===== config.mk =====
export PLATFORM = sky130hd
export DESIGN_NAME = serial_add_ctrl
export DESIGN_NICKNAME = d
export VERILOG_FILES = /design/src/rtl/serial_add_ctrl.sv
export SDC_FILE = /design/constraint.sdc
export NUM_CORES = 1
export LEC_CHECK = 0
export ABC_CLOCK_PERIOD_IN_PS = 3800
export BUFFER_PORTS_ARGS = -buffer_cell sky130_fd_sc_hd__buf_2
export CAP_MARGIN = 20
export CORE_MARGIN = 1.5
export CORE_UTILIZATION = 55
export DETAILED_ROUTE_END_ITERATION = 10
export HOLD_SLACK_MARGIN = 0.06
export PLACE_DENSITY_LB_ADDON = 0.05
export SLEW_MARGIN = 20
export SYNTH_ARGS = -nofsm -noshare
export SYNTH_HDL_FRONTEND = slang
export SYNTH_SLANG_ARGS = --single-unit

===== constraint.sdc =====
create_clock -name i_clk -period 3.8 [get_ports i_clk]
set_input_delay 0.57 -clock i_clk [delete_from_list [all_inputs] [get_ports i_clk]]
set_output_delay 0.57 -clock i_clk [all_outputs]
set_load 0.05 [all_outputs]

===== src/rtl/serial_add_ctrl.sv =====
// Bit-serial adder controller: one result bit per cycle, LSB first, IDLE -> RUN -> DONE.
// Optional subtract mode (A + ~B + 1) is built when SERIAL_ADD_SUB_EN is defined.
module serial_add_ctrl #(
  parameter int WIDTH = 8
) (
  input  logic             i_clk,
  input  logic             i_reset_n,
  input  logic             i_start,
`ifdef SERIAL_ADD_SUB_EN
  input  logic             i_sub,
`endif
  input  logic [WIDTH-1:0] i_a,
  input  logic [WIDTH-1:0] i_b,
  output logic [WIDTH-1:0] o_sum,
  output logic             o_carry,
  output logic             o_busy,
  output logic             o_done
);

  localparam int CNT_W = $clog2(WIDTH);
  localparam logic [CNT_W-1:0] LAST = CNT_W'(WIDTH - 1);

  typedef enum logic [1:0] {IDLE, RUN, DONE} state_t;

  state_t           state, state_nxt;
  logic             accept;
  logic [CNT_W-1:0] cnt;
  logic [WIDTH-1:0] a_q, b_q, res_q, res_nxt, sum_q;
  logic             c_q, carry_q;
  logic             a_bit, b_bit, p, g, s, c_next;
`ifdef SERIAL_ADD_SUB_EN
  logic             sub_q;
`endif

  always_ff @(posedge i_clk or negedge i_reset_n) begin
    if (!i_reset_n) state <= IDLE;
    else            state <= state_nxt;
  end

  always_comb begin
    state_nxt = state;
    accept    = 1'b0;
    case (state)
      IDLE: if (i_start) begin
        state_nxt = RUN;
        accept    = 1'b1;
      end
      RUN:  if (cnt == LAST) state_nxt = DONE;
      DONE: state_nxt = IDLE;
      default: state_nxt = IDLE;
    endcase
  end

  // Per-bit datapath: two half adders plus an OR for the carry.
  always_comb begin
    a_bit = a_q[cnt];
`ifdef SERIAL_ADD_SUB_EN
    b_bit = b_q[cnt] ^ sub_q;
`else
    b_bit = b_q[cnt];
`endif
    p       = a_bit ^ b_bit;
    g       = a_bit & b_bit;
    s       = p ^ c_q;
    c_next  = g | (p & c_q);
    res_nxt = res_q;
    res_nxt[cnt] = s;
  end

  always_ff @(posedge i_clk or negedge i_reset_n) begin
    if (!i_reset_n) begin
      a_q     <= '0;
      b_q     <= '0;
      res_q   <= '0;
      sum_q   <= '0;
      c_q     <= 1'b0;
      carry_q <= 1'b0;
      cnt     <= '0;
`ifdef SERIAL_ADD_SUB_EN
      sub_q   <= 1'b0;
`endif
    end else if (accept) begin
      a_q   <= i_a;
      b_q   <= i_b;
      res_q <= '0;
      cnt   <= '0;
`ifdef SERIAL_ADD_SUB_EN
      sub_q <= i_sub;
      c_q   <= i_sub;
`else
      c_q   <= 1'b0;
`endif
    end else if (state == RUN) begin
      res_q <= res_nxt;
      c_q   <= c_next;
      // Counter stops at the terminal count; the FSM leaves RUN on it.
      if (cnt != LAST) begin
        cnt <= cnt + CNT_W'(1);
      end else begin
        sum_q   <= res_nxt;
        carry_q <= c_next;
      end
    end
  end

  assign o_sum   = sum_q;
  assign o_carry = carry_q;
  assign o_busy  = (state == RUN);
  assign o_done  = (state == DONE);

endmodule


Word-level counts from Yosys, hierarchy flattened
Cells that the tools add are included.
Widths: inputs -> output; s select.

word-level totals
  bits in registers = 39
  bits of input ports = 19
  output and inout port bits = 11
  word-level logic and storage cells = 50

cells by class
  add/subtract/negate cells = 1
  magnitude comparators = 2
  equal/unequal tests = 6
  multiplexer cells = 19
  bitwise logic cells = 7
  reduce and logical (&&, ||, !) cells = 7

operator list
  cell                 count
  $mux 8               2
  $mux 3               3
  $bwmux 8             1
  $mux 1               7
  $bmux 1 s3           2
  $lt 3x4->1 const B   1
  $mux 2               2
  $pmux 2 s2           1
  $reduce_and 2->1     2
  $reduce_bool 2->1    2
  $add 3x1->3 const B  1
  $demux 1 s3          1
  $eq 3x3->1 const B   1
  $ge 3x1->1 const B   1
  $ne 3x3->1 const B   1
  $reduce_and 3->1     1
  $and 1x1->1          2
  $eq 2x1->1 const B   1
  $eq 2x2->1 const B   1
  $logic_not 2->1      1
  $ne 2x1->1 const B   1
  $ne 2x2->1 const B   1
  $not 1->1            2
  $xor 1x1->1          2
  2 further kinds      2

Depth between registers and ports, before layout
  depth in word-level cells = 7
  gate-level depth with buffers = 9
  depth with buffers taken out = 7

Worst setup path before layout
Ideal clock, no wire load.

  path type = reg2reg
  start = register cnt[0]
  end = register res_q[6]
  library setup time = 0.121 ns
  arrival time = 2.558 ns
  required time = 3.679 ns
  setup slack = 1.121 ns
  cell stages (with the launch flop) = 9
  path buffers = 2
  clock period less this slack = 2.679 ns
  cell sequence = dfrtp_1 > buf_6 > mux4_2 > mux2_2 > fa_1 > buf_2 > nor2b_1 > mux2_1 > a22o_1

between the ends
  longest elaborated chain between the ends = 7
  elaborated cells on any way between the ends = 14
  classes of those cells = 2 x order compare; 9 x mux; 2 x bitwise; 1 x reduce/logical

ends and longest elaborated chain
  item                                                             line    text
  start: declaration                                               27      logic [CNT_W-1:0] cnt;
  start signal: assignment                                         98      cnt <= cnt + CNT_W'(1);
  $lt 3x4->1 (implied by the code) (tied with other cells)         67      res_nxt[cnt] = s;
  $logic_and 1x1->1 (implied by the code) (tied with other cells)  67
  $mux 1 (implied by the code) or $xor 1x1->1 (tied branches)      67, 62
  $demux 1 s3 or $xor 1x1->1 (tied branches)                       67, 64
  $bwmux 8 (*)                                                     67
  $mux 8 (*)                                                       93      end else if (state == RUN) begin
  $mux 8 (*)                                                       82      end else if (accept) begin
  end signal: assignment                                           94      res_q <= res_nxt;
  end: declaration                                                 28      logic [WIDTH-1:0] a_q, b_q, res_q, res_nxt, sum_q;

Mark *: on every way between the ends. The rest lies on a longest branch, timed or not. The select of a mux whose other input is x is not followed.
A chain may end at the register's enable or synchronous reset.

Worst setup path after layout
  start = register cnt[0]
  end = register res_q[1]

The elaborated chain is that of the path after synthesis.

==> metrics.cfg <==
[floorplan]
pin_count=30
fp.dieH_um=62.2
fp.dieW_um=62.2
start_util=0.577
row_count=21
core_area_um2=3340
die_area_um2=3870

[cells_and_area]
num_antenna_cells=0
drive_above_1_share=0.377
syn_to_final_growth_pct=10.3
layout.nets=196
design_area_um2=2130

[synth]
synthFlopType=dfrtp_1
async_flop_share=1.00
synth-compound-area-share=0.0942
synth.avg_cell_area_um2=13.0
synthMuxAreaShare=0.247
ys_types=30
synth-seq-area-share=0.506
synth_adder_area_share=0.0234
syn_inst=148
synth_simple_gate_area_share=0.0857
ys_seq_elements=39
synth_area_um2=1930
synth_top_family_by_area=multiplexers
synthXorXnorAreaFrac=0
synth_edf_count=0
syn-num-nets=170
ys_warn_count=0

[job]
cap_violations=0

[global_route]
gr-total-overflow=0
grt_usage=0.198
grt_pass1_vias=1300
grt_pass1_wl_mm=5.89
grt_max_degree=40
antenna_found_initial=0

[clock_network]
hold_buffers=0
cts_buffer_depth=2
clk_pin_slew_ps=120
cts_setup_buffers=0
cts_tree=built
cts_root_buf=clkbuf_4
cts_max_level=2
cts_resized=0
cts.sink_count=39
numCtsBuffers=5
insertion_delay_ps=350

[sta]
max_freq_mhz=314
period_minus_slack_ps=3180
timing.hold.ws_ps=303
hold_violations=0
tns_ps=0
fin_crit_sh=0.837
slew-limit-headroom=0.367
layout_setup_ws_ps=619
rsz0062_at_grt=no
tightest_slew_ps=948
drv_slew=0
clock_skew_ps=13.5
setup_viol=0

[detailed_routing]
drt_iter0_drc=40
drt-total-wl_mm=3.28
post_drt_wl_per_cell_um=14.8
vias_per_cell=5.59
via_count=1236
ant_nets=0
route.detailed.drc=0
first_pass_iters=4

[min_path]
hold_path_class=in2async

[critical_path]
start_kind=flip-flop
cp_common_cell=mux2_2
crit_arrival_ps=3470
worst_ep_required_time_ps=4090
cp_slowest_stage_delay_ps=690
cp_max_fo=15
endpoint_kind=flip-flop
criticalPathCategory=reg2reg
rrSetupSlack_ps=620
worst_path_max_delay_cell=fa_1
crit_chain=mux4_1, mux2_2, fa_1, nor2b_1, mux2_2, a22o_1

[power_and_ir_drop]
leakage_nw=1.01
power.density_nw_per_um2=997
vdd_drop_max_uv=390
total_power_mw=2.12

[placement]
post-place-ws_ps=664
placed_cell_area_um2=2060
hpwl_mm=2.29
port_buffers=29
globalplace.congestion=0.731

[status]
status=complete, no violations

==> report_power, final <==
part / internal, mW / switching (mW) / total (mW)
registers: 0.606 / 0.187 / 0.793
clock network: 0.109 / 0.134 / 0.243
logic: 0.508 / 0.576 / 1.08
total: 1.22 / 0.897 / 2.12
==> kinds of logic after synthesis <==
logic type | count (synthesis)
buf+inv | 13
flops | 39
fa+ha+maj | 3
compound gates | 25
mux | 40
simple gates | 28
==> worst max-delay path, delay by kind of cell, from the launching register on <==
family                     cells  cell delay [ps]
AOI/OAI and AO/OA              1              120
adders and majority gates      1              690
DFF                            1              670
muxes                          3             1140
and+or+nand+nor                1              500
==> routing by layer <==
layer / global-route usage / part of all wire / up-vias
met1: 0.240 / 0.44 / 615
met2: 0.337 / 0.49 / 32
li1: - / - / 584
met3: 0.0598 / 0.047 / 5
met5: 0 / 0 / -
met4: 0.0667 / 0.016 / 0
==> state kept, by name, indices dropped and copies added (netlist names) <==
| name | count |
|---|---|
| a_q | 8 |
| b_q | 8 |
| o_sum | 8 |
| res_q | 8 |
| cnt | 3 |
| state | 2 |
| c_q | 1 |
| o_carry | 1 |
==> area by class of cell <==
type / instances / area [um2]
Fill cell: 290 / 1210
Tap cell: 46 / 57.6
Multi-Input combinational cell: 96 / 867
Inverter: 3 / 11.3
Timing Repair Buffer: 29 / 145
Clock buffer: 8 / 68.8
Sequential cell: 39 / 976
==> cells in the mapped netlist, drive strengths merged, types with 3 or more instances <==
master / n / share of area
a22o: 13 / 0.059
buf: 8 / 0.033
dfrtp: 39 / 0.51
inv: 3 / 0.0058
mux2: 27 / 0.16
mux2i: 10 / 0.052
mux4: 3 / 0.037
nand2: 11 / 0.021
nand3b: 4 / 0.018
nor2b: 3 / 0.0097
nor3b: 4 / 0.021
o21ai: 8 / 0.021
==> through the flow <==
stage / util / cells
after global placement: 0.616 / 213
final: 0.637 / 221
after detailed placement: 0.616 / 213
after global routing: 0.637 / 221
after CTS: 0.637 / 221
after floorplan: - / 148
==> cells in the final DEF (no fill, tap or decap), types with 2 or more instances in the layout <==
master / count
a22o_1: 13
buf_2: 29
clkbuf_4: 5
clkbuf_8: 2
dfrtp_1: 39
ha_1: 2
inv_1: 3
mux2_2: 26
mux2i_1: 10
mux4_2: 2
nand2_1: 11
nand2b_1: 2
nand3b_1: 3
nor2_1: 2
nor2b_1: 3
nor3b_1: 3
o21ai_0: 8
==> final timing paths <==
| path | startpoint | end | cells after the start |
|---|---|---|---|
| max | cnt[0]$_DFFE_PN0P_ | res_q[1]$_DFFE_PN0P_ | 6 |
| min | i_reset_n | o_sum[6]$_DFFE_PN0P_ | 1 |
| max reg2reg | cnt[0]$_DFFE_PN0P_ | res_q[1]$_DFFE_PN0P_ | 6 |
| min reg2reg | o_sum[7]$_DFFE_PN0P_ | o_sum[7]$_DFFE_PN0P_ | 2 |
| max in group asynchronous | i_reset_n | a_q[3]$_DFFE_PN0P_ | 1 |
| min in group i_clk | i_b[3] | b_q[3]$_DFFE_PN0P_ | 2 |
No activity file was read; power rests on OpenSTA's default activity.
